[config.mk]
export PLATFORM = sky130hd
export DESIGN_NAME = vga_timing_flat
export DESIGN_NICKNAME = d
export VERILOG_FILES = /design/src/rtl/vga_pkg.sv /design/src/rtl/vga_timing_if.sv /design/src/rtl/sync_delay.sv /design/src/rtl/vga_timing.sv /design/src/flat_wrapper.sv
export SDC_FILE = /design/constraint.sdc
export NUM_CORES = 1
export LEC_CHECK = 0
export ABC_AREA = 0
export CAP_MARGIN = 15
export CELL_PAD_IN_SITES_DETAIL_PLACEMENT = 0
export CELL_PAD_IN_SITES_GLOBAL_PLACEMENT = 1
export CORE_ASPECT_RATIO = 0.5
export CORE_MARGIN = 2
export CORE_UTILIZATION = 38
export CTS_BUF_LIST = sky130_fd_sc_hd__clkbuf_8
export DETAILED_ROUTE_END_ITERATION = 16
export GPL_TIMING_DRIVEN = 0
export HOLD_SLACK_MARGIN = 0.12
export PLACE_DENSITY = 0.77
export SYNTH_ARGS = -nofsm -noshare
export SYNTH_HDL_FRONTEND = slang
export SYNTH_SLANG_ARGS = --single-unit
[constraint.sdc]
create_clock -name clk -period 2 [get_ports clk]
set_clock_uncertainty 0.15 [all_clocks]
set_input_delay 0.3 -clock clk [delete_from_list [all_inputs] [get_ports clk]]
set_output_delay 0.3 -clock clk [all_outputs]
set_load 0.005 [all_outputs]
[src/rtl/vga_pkg.sv]
// rtl/vga_pkg.sv - default 640x480@60 timing constants and colour types for vga_timing
package vga_pkg;

    localparam int VGA_H_ACTIVE = 640;
    localparam int VGA_H_FP     = 16;
    localparam int VGA_H_SYNC   = 96;
    localparam int VGA_H_BP     = 48;
    localparam int VGA_V_ACTIVE = 480;
    localparam int VGA_V_FP     = 10;
    localparam int VGA_V_SYNC   = 2;
    localparam int VGA_V_BP     = 33;
    localparam bit VGA_H_POL    = 1'b0;
    localparam bit VGA_V_POL    = 1'b0;
    localparam int VGA_PIPE     = 2;

    localparam int H_TOTAL = VGA_H_ACTIVE + VGA_H_FP + VGA_H_SYNC + VGA_H_BP;
    localparam int V_TOTAL = VGA_V_ACTIVE + VGA_V_FP + VGA_V_SYNC + VGA_V_BP;

    localparam int X_W = 10;
    localparam int Y_W = 10;

    typedef struct packed {
        logic [2:0] r;
        logic [2:0] g;
        logic [2:0] b;
    } rgb333_t;

    function automatic rgb333_t blank_rgb(input logic de, input rgb333_t c);
        return de ? c : '0;
    endfunction

endpackage

[src/rtl/vga_timing_if.sv]
// rtl/vga_timing_if.sv - pixel request / colour return bus between timing generator and pixel source
interface vga_timing_if;
    import vga_pkg::*;

    logic           req;
    logic [X_W-1:0] x;
    logic [Y_W-1:0] y;
    logic           frame_start;
    logic           line_start;
    logic [2:0]     r_in;
    logic [2:0]     g_in;
    logic [2:0]     b_in;

    modport master (
        output req, x, y, frame_start, line_start,
        input  r_in, g_in, b_in
    );

    modport slave (
        input  req, x, y, frame_start, line_start,
        output r_in, g_in, b_in
    );

endinterface

[src/rtl/sync_delay.sv]
// rtl/sync_delay.sv - parameterised shift register with asynchronous active-low clear
module sync_delay #(
    parameter int DEPTH = 2,
    parameter int WIDTH = 1
) (
    input  logic             clk,
    input  logic             n_rst,
    input  logic [WIDTH-1:0] d,
    output logic [WIDTH-1:0] q
);

    generate
        if (DEPTH == 0) begin : g_pass
            assign q = d;
        end else begin : g_shift
            logic [WIDTH-1:0] stage [DEPTH];

            always_ff @(posedge clk or negedge n_rst) begin
                if (!n_rst) begin
                    for (int i = 0; i < DEPTH; i++) stage[i] <= '0;
                end else begin
                    stage[0] <= d;
                    for (int i = 1; i < DEPTH; i++) stage[i] <= stage[i-1];
                end
            end

            assign q = stage[DEPTH-1];
        end
    endgenerate

endmodule

[src/rtl/vga_timing.sv]
// rtl/vga_timing.sv - VGA timing generator: wrapping counters, pixel requests, aligned blanked colour and sync pins
module vga_timing
    import vga_pkg::*;
#(
    parameter int H_ACTIVE = VGA_H_ACTIVE,
    parameter int H_FP     = VGA_H_FP,
    parameter int H_SYNC   = VGA_H_SYNC,
    parameter int H_BP     = VGA_H_BP,
    parameter int V_ACTIVE = VGA_V_ACTIVE,
    parameter int V_FP     = VGA_V_FP,
    parameter int V_SYNC   = VGA_V_SYNC,
    parameter int V_BP     = VGA_V_BP,
    parameter bit H_POL    = VGA_H_POL,
    parameter bit V_POL    = VGA_V_POL,
    parameter int PIPE     = VGA_PIPE
) (
    input  logic                clk,
    input  logic                n_rst,
    vga_timing_if.master        pix,
    output logic                hsync,
    output logic                vsync,
    output logic [2:0]          red,
    output logic [2:0]          green,
    output logic [2:0]          blue
);

    localparam int H_TOT = H_ACTIVE + H_FP + H_SYNC + H_BP;
    localparam int V_TOT = V_ACTIVE + V_FP + V_SYNC + V_BP;

    localparam logic [X_W-1:0] HC_LAST = X_W'(H_TOT - 1);
    localparam logic [X_W-1:0] HA      = X_W'(H_ACTIVE);
    localparam logic [X_W-1:0] HS_ON   = X_W'(H_ACTIVE + H_FP);
    localparam logic [X_W-1:0] HS_OFF  = X_W'(H_ACTIVE + H_FP + H_SYNC);
    localparam logic [Y_W-1:0] VC_LAST = Y_W'(V_TOT - 1);
    localparam logic [Y_W-1:0] VA      = Y_W'(V_ACTIVE);
    localparam logic [Y_W-1:0] VS_ON   = Y_W'(V_ACTIVE + V_FP);
    localparam logic [Y_W-1:0] VS_OFF  = Y_W'(V_ACTIVE + V_FP + V_SYNC);

    logic [X_W-1:0] hc;
    logic [Y_W-1:0] vc;
    logic           active;
    logic           hs_q, vs_q;
    logic           de_d, hs_d, vs_d;
    rgb333_t        pix_rgb, pin_rgb;

    always_ff @(posedge clk or negedge n_rst) begin
        if (!n_rst) begin
            hc <= '0;
            vc <= '0;
        end else if (hc == HC_LAST) begin
            hc <= '0;
            vc <= (vc == VC_LAST) ? '0 : vc + 1'b1;
        end else begin
            hc <= hc + 1'b1;
        end
    end

    assign active = (hc < HA) && (vc < VA);

    // Request stage: sync flags are registered alongside req so all three share one delay line.
    always_ff @(posedge clk or negedge n_rst) begin
        if (!n_rst) begin
            pix.req         <= 1'b0;
            pix.x           <= '0;
            pix.y           <= '0;
            pix.frame_start <= 1'b0;
            pix.line_start  <= 1'b0;
            hs_q            <= 1'b0;
            vs_q            <= 1'b0;
        end else begin
            pix.req         <= active;
            pix.x           <= active ? hc : '0;
            pix.y           <= active ? vc : '0;
            pix.frame_start <= (hc == '0) && (vc == '0);
            pix.line_start  <= (hc == '0) && (vc < VA);
            hs_q            <= (hc >= HS_ON) && (hc < HS_OFF);
            vs_q            <= (vc >= VS_ON) && (vc < VS_OFF);
        end
    end

    sync_delay #(
        .DEPTH (PIPE),
        .WIDTH (3)
    ) u_sync_delay (
        .clk   (clk),
        .n_rst (n_rst),
        .d     ({pix.req, hs_q, vs_q}),
        .q     ({de_d, hs_d, vs_d})
    );

    assign pix_rgb = {pix.r_in, pix.g_in, pix.b_in};

    always_ff @(posedge clk or negedge n_rst) begin
        if (!n_rst) begin
            pin_rgb <= '0;
            hsync   <= ~H_POL;
            vsync   <= ~V_POL;
        end else begin
            pin_rgb <= blank_rgb(de_d, pix_rgb);
            hsync   <= hs_d ^ ~H_POL;
            vsync   <= vs_d ^ ~V_POL;
        end
    end

    assign red   = pin_rgb.r;
    assign green = pin_rgb.g;
    assign blue  = pin_rgb.b;

endmodule

[src/flat_wrapper.sv]
// flat-port wrapper written by rule: the top's interface ports become plain ports
module vga_timing_flat import vga_pkg::*;
#(
    parameter int H_ACTIVE = VGA_H_ACTIVE,
    parameter int H_FP     = VGA_H_FP,
    parameter int H_SYNC   = VGA_H_SYNC,
    parameter int H_BP     = VGA_H_BP,
    parameter int V_ACTIVE = VGA_V_ACTIVE,
    parameter int V_FP     = VGA_V_FP,
    parameter int V_SYNC   = VGA_V_SYNC,
    parameter int V_BP     = VGA_V_BP,
    parameter bit H_POL    = VGA_H_POL,
    parameter bit V_POL    = VGA_V_POL,
    parameter int PIPE     = VGA_PIPE
)
  (clk, n_rst, hsync, vsync, red, green, blue, pix_req, pix_x, pix_y, pix_frame_start, pix_line_start, pix_r_in, pix_g_in, pix_b_in);
  vga_timing_if pix_i ();
  input  logic clk;
  input  logic n_rst;
  output logic hsync;
  output logic vsync;
  output logic [2:0] red;
  output logic [2:0] green;
  output logic [2:0] blue;
  output wire logic [$bits(pix_i.req)-1:0] pix_req;
  output wire logic [$bits(pix_i.x)-1:0] pix_x;
  output wire logic [$bits(pix_i.y)-1:0] pix_y;
  output wire logic [$bits(pix_i.frame_start)-1:0] pix_frame_start;
  output wire logic [$bits(pix_i.line_start)-1:0] pix_line_start;
  input wire logic [$bits(pix_i.r_in)-1:0] pix_r_in;
  input wire logic [$bits(pix_i.g_in)-1:0] pix_g_in;
  input wire logic [$bits(pix_i.b_in)-1:0] pix_b_in;
  assign pix_req = pix_i.req;
  assign pix_x = pix_i.x;
  assign pix_y = pix_i.y;
  assign pix_frame_start = pix_i.frame_start;
  assign pix_line_start = pix_i.line_start;
  assign pix_i.r_in = pix_r_in;
  assign pix_i.g_in = pix_g_in;
  assign pix_i.b_in = pix_b_in;
  vga_timing #(.H_ACTIVE(H_ACTIVE), .H_FP(H_FP), .H_SYNC(H_SYNC), .H_BP(H_BP), .V_ACTIVE(V_ACTIVE), .V_FP(V_FP), .V_SYNC(V_SYNC), .V_BP(V_BP), .H_POL(H_POL), .V_POL(V_POL), .PIPE(PIPE)) u_core (.clk(clk), .n_rst(n_rst), .pix(pix_i), .hsync(hsync), .vsync(vsync), .red(red), .green(green), .blue(blue));
endmodule
### Word-level counts from Yosys, hierarchy flattened

Index checks and enable logic that the tools add are counted.

| cells by class | value |
|---|---|
| divide/modulo/power cells | 0 |
| bitwise gates (word level) | 2 |
| equality and inequality tests | 2 |
| reduce and logical (&&, ||, !) cells | 7 |
| add/subtract/negate cells | 2 |
| $mul | 0 |
| shift-type cells | 0 |
| $lt $le $gt $ge | 6 |
| multiplexer cells | 5 |

Operators with widths:

| cell | count |
|---|---|
| 2-to-1 mux 10 bit | 4 |
| adder 10 x 1 -> 10 bit, second input constant | 2 |
| equality test 10 bit, second input constant | 2 |
| zero test 10 bit | 2 |
| < comparator 10 bit, second input constant | 2 |
| < comparator 10 x 9 -> 1 bit, second input constant | 2 |
| greater-or-equal comparator 10 bit, second input constant | 1 |
| greater-or-equal comparator 10 x 9 -> 1 bit, second input constant | 1 |
| 2-to-1 mux 9 bit | 1 |
| logical AND 1 bit | 5 |
| NOT 1 bit | 2 |

| word-level totals | value |
|---|---|
| bits in writable memories | 0 |
| ROM bits | 0 |
| latch bits | 0 |
| word-level logic and storage cells | 40 |
| register bits after elaboration | 62 |
| input bits | 11 |
| output and inout port bits | 34 |
| memories kept | 0 |

### Longest topological paths before layout

| logic depth | value |
|---|---|
| word-level depth | 3 |
| gate-level depth with buffers | 7 |
| mapped depth without buffers | 5 |

### Modules after synthesis

From an unflattened synthesis, not the netlist that was laid out.

| unflattened totals | value |
|---|---|
| cell total of the unflattened synthesis | 199 |
| area, all modules | 2453.6 sq um |

By module, submodules not included:

| module | cells an instance | seq. area each (sq um) | instances | area an instance (sq um) |
|---|---|---|---|---|
| vga_timing | 190 | 1403.8 | 1 | 2280.9 |
| sync_delay | 9 | 150.1 | 1 | 172.7 |

### Worst setup path before layout

Ideal clock, no wire load.

| path | value |
|---|---|
| kind | register -> register |
| start point | register u_core.hc[5] |
| end point | register u_core.vc[9] |
| setup time | 0.087 ns |
| data arrival time | 1.628 ns |
| buffers on the path | 1 |
| cell stages (with the launch flop) | 6 |
| slack | 0.135 ns |
| required time | 1.763 ns |
| clock period less this slack | 1.865 ns |
| cell sequence | dfrtp_1 buf_6 nor4b_4 nand4_4 or4b_1 a22oi_1 |

| between the ends | value |
|---|---|
| cells in the longest elaborated chain, start to end | 1 |

RTL lines:

| element | RTL line | RTL |
|---|---|---|
| from (decl) | vga_timing.sv:39 | `logic [X_W-1:0] hc;` |
| from (signal assigned) | vga_timing.sv:54 | `hc <= hc + 1'b1;` |
| equality test 10 bit | vga_timing.sv:50 | `end else if (hc == HC_LAST) begin` |
| to (signal assigned) | vga_timing.sv:52 | `vc <= (vc == VC_LAST) ? '0 : vc + 1'b1;` |
| to (decl) | vga_timing.sv:40 | `logic [Y_W-1:0] vc;` |

Every way passes these cells.
A chain may end at the register's enable or synchronous reset.

### Worst setup path in the final report

Ends and elaborated chain as after synthesis.

==> flow_summary_export.csv <==
group,metric,value,unit
global_routing,grt.total_usage,14.4,%
setup_path,r2r_setup_slack,-0.002,ns
route,drt-initial-drc-count,67,
floorplanning,rows,20,
placed_design,dpl_cell_area,2950,sq um
placed_design,dp_hpwl,3000,um
global_routing,grt_pass1_wl,7320,um
hold_path,holdCritStartpoint,"u_core.u_sync_delay.g_shift.stage[4]$_DFF_PN0_",
clocking,clk_pin_slew,0.07,ns
yosys,yosysSeqAreaShare,65.1,%
yosys,yosys.area.top_type,"dfrtp_1",
setup_path,start_kind,"flop",
layout,final_cell_mix,"dfrtp_1, clkdlybuf4s50_1, and2_1",
sta,hold_ws,0.196,ns
setup_path,path_class,"flop to flop",
sta,rsz0062_at_grt,"true",
placed_design,portBuffers,44,
layout,finish.utilization,53.4,%
clocking,cts_sinks,62,
layout,nNetsFinal,271,
floorplanning,dieArea,6970,sq um
layout,fill_cells,527,
status,violations,"setup timing",
route,wire_per_inst,12.8,um
route,ant_nets,0,
yosys,synthTopCellsByArea,"dfrtp_1, and2_1, xnor2_1",
setup_path,cp_num_buf_inv,2,
clocking,cts_buffers,9,
yosys,avgSynthCellArea,12.4,sq um
floorplanning,die_h,60.1,um
route,vias_per_cell,4.61,
sta,relSlewSlack,63.7,%
power_and_ir_drop,p_per_area,774,nW/um^2
yosys,ys_types,39,
yosys,syn_nets,207,
setup_path,critPathMaxStageDelay,0.44,ns
yosys,synth_top_area_share,62.9,%
status,status,"finished with violations",
setup_path,critPathCaptureType,"flop",
floorplanning,start_util,39.3,%
setup_path,arrival,2.05,ns
clocking,cts-root-buf,"clkbuf_8",
route,firstDrtPassIters,4,
layout,area_delta_synth_final,36.0,%
sta,drv_slew,0,
setup_path,timing.rr.end,"u_core.vc[9]$_DFFE_PN0N_",
floorplanning,die_x,116,um
layout,n_antenna_cell,0,
setup_path,crit_path_frequent_cell,"buf_6",
clocking,clk_path_buf_depth,2,
route,drc,0,
yosys,synth_area,2390,sq um
global_routing,antenna_found_initial,0,
global_routing,grt.overflow.total,0,
setup_path,critPathSlowestCell,"o41ai_1",
power_and_ir_drop,p_leak,0.00146,uW
sta,worstMarginPinSlew,0.540,ns
clocking,insertion_delay,0.34,ns
hold_path,min_delay_worst_endpoint,"u_core.u_sync_delay.q[1]$_DFF_PN0_",
layout,drive_above_1_share,15.8,%
yosys,synthCells,192,
hold_path,holdPathStages,0,
layout,design_area,3250,sq um
setup_path,r2r_start,"u_core.hc[5]$_DFF_PN0_",
layout,final_common_cell,"dfrtp_1",
global_routing,grt_pass1_vias,1588,
setup_path,cp_max_fo,8,
route,num_vias,1603,
layout,instances_no_fill,348,
sta,clock.fmax,500,MHz
route,routed_wl,4470,um
placed_design,pre_cts_slack,-0.0152,ns
sta,setup_viol,1,
floorplanning,core_area,6080,sq um
yosys,ys_seq_elements,62,
run,maxCapViolCount,0,
hold_path,hp-class,"flop to flop",
power_and_ir_drop,peakVddDrop,0.277,mV
yosys,yosysWarnings,0,
sta,min_period,2.00,ns
clocking,ctsHtreeMaxLevel,3,
sta,post-route-period-util,100,%
placed_design,gp_congestion,0.876,
sta,hold_violations,0,
setup_path,cp_cell_sequence,"buf_6 -> nor4b_4 -> nand4_4 -> buf_6 -> o41ai_1 -> a22oi_2",
global_routing,grt_max_degree,44,
clocking,cts_tree,"built",
floorplanning,io_pins,45,
setup_path,crit_required,2.05,ns
sta,setup_slack,-0.00151,ns
placed_design,dp_cells,325,
setup_path,crit_family,"simple AND/OR/NAND/NOR gates",
setup_path,reg2reg_depth,6,
power by group:
group	total, uW	switching, uW	internal (uW)
Clock	1170	450	721
Combinational	75.6	33.1	42.5
Sequential	1270	2.33	1260
Total	2510	485	2030
cells by family after synthesis:
kind of cell | after synthesis | synth area share (%)
AND/OR/NAND/NOR | 86 | 22.8
flip-flops | 62 | 65.1
buffers and inverters | 16 | 3.09
AO/OA/AOI/OAI | 13 | 3.14
XOR/XNOR | 10 | 3.67
adder cells (fa/ha/maj) | 4 | 2.10
other | 1 | 0.157
flip-flops by register name (all words and copies together), names as in the netlist:
register,count
u_core.u_sync_delay.q,3
u_core.hs_q,1
u_core.hsync,1
u_core.u_sync_delay.g_shift.stage,3
u_core.pix.frame_start,1
u_core.vsync,1
u_core.pix.y,10
u_core.vc,10
u_core.vs_q,1
u_core.hc,10
u_core.blue,3
u_core.pix.req,1
u_core.pix.x,10
u_core.pix.line_start,1
u_core.red,3
u_core.green,3
per-stage QoR:
stage,setup TNS (ns),total power [uW]
after CTS,0,2550
after global placement,-82.36,1360
after detailed placement,-0.0152,1370
after global routing,-0.0800,2610
final,-0.00151,2510
after floorplan,0,1300
worst max-delay path by stage:
stage | from | endpoint | slack (ns) | depth (start not counted)
after detailed placement | u_core.hc[0]$_DFF_PN0_ | u_core.vc[9]$_DFFE_PN0N_ | -0.02 | 5
after global routing | u_core.hc[5]$_DFF_PN0_ | u_core.vc[9]$_DFFE_PN0N_ | -0.06 | 6
final | u_core.hc[5]$_DFF_PN0_ | u_core.vc[9]$_DFFE_PN0N_ | -0.002 | 6
after global placement | n_rst | u_core.pix.y[9]$_DFF_PN0_ | -1.35 | 1
after floorplan | u_core.hc[5]$_DFF_PN0_ | u_core.vc[9]$_DFFE_PN0N_ | 0.13 | 5
after CTS | u_core.hc[0]$_DFF_PN0_ | u_core.vc[9]$_DFFE_PN0N_ | 0.003 | 5
worst reg2reg max path, delay by kind of cell, from the launching register on:
| family | cells | cell delay, ns |
|---|---|---|
| compound gates | 2 | 0.52 |
| buf+inv | 2 | 0.29 |
| flops | 1 | 0.37 |
| simple gates | 2 | 0.53 |
synth_stat cells:
cell type	instances
clkbuf_1	4
nor2_1	7
nor4_1	4
nand3_1	12
or4_1	1
or4b_1	1
dfrtp_1	60
xnor2_1	7
nand4_1	4
and3_2	1
and3b_1	1
buf_6	1
a21oi_1	2
a22oi_1	1
dfstp_2	2
a31oi_1	1
clkbuf_2	1
and4_2	1
o41ai_1	1
or3_1	1
nor3_1	2
buf_2	4
and2_2	2
nor4b_4	1
nand2_1	9
nor3b_1	1
nand4_4	1
inv_1	6
nand4b_1	2
conb_1	1
and4b_1	1
o21a_1	1
and2_1	27
xor2_1	3
ha_1	4
o21ai_0	7
nand3b_1	1
and4_1	2
and3_1	4
layout make-up:
type	instances	area [sq um]	area share [%]
Buffer	10	53.8	1.66
Clock inverter	5	76.3	2.35
Tap cell	88	110	3.39
Sequential cell	62	1560	47.9
Inverter	6	22.5	0.693
Multi-Input combinational cell	114	771	23.7
Clock buffer	10	138	4.24
Timing Repair Buffer	53	522	16.1
metal layers:
layer / global-route usage, % / share of wire, %
met5: 0 / 0
met1: 18.5 / 49
met4: 5.61 / 1.4
met3: 5.88 / 6.7
met2: 22.0 / 43
what timing repair did:
item / in CTS / in global routing
hold buffers: 1 / 0
buffers inserted: 0 / 7
pin swaps: 1 / 3
setup endpoints to repair: 2 / 4
gates cloned: 0 / 0
gates resized for setup: 2 / 5
endpoints found under the hold margin: 19 / 0
Power figures use the tool's default switching activity.
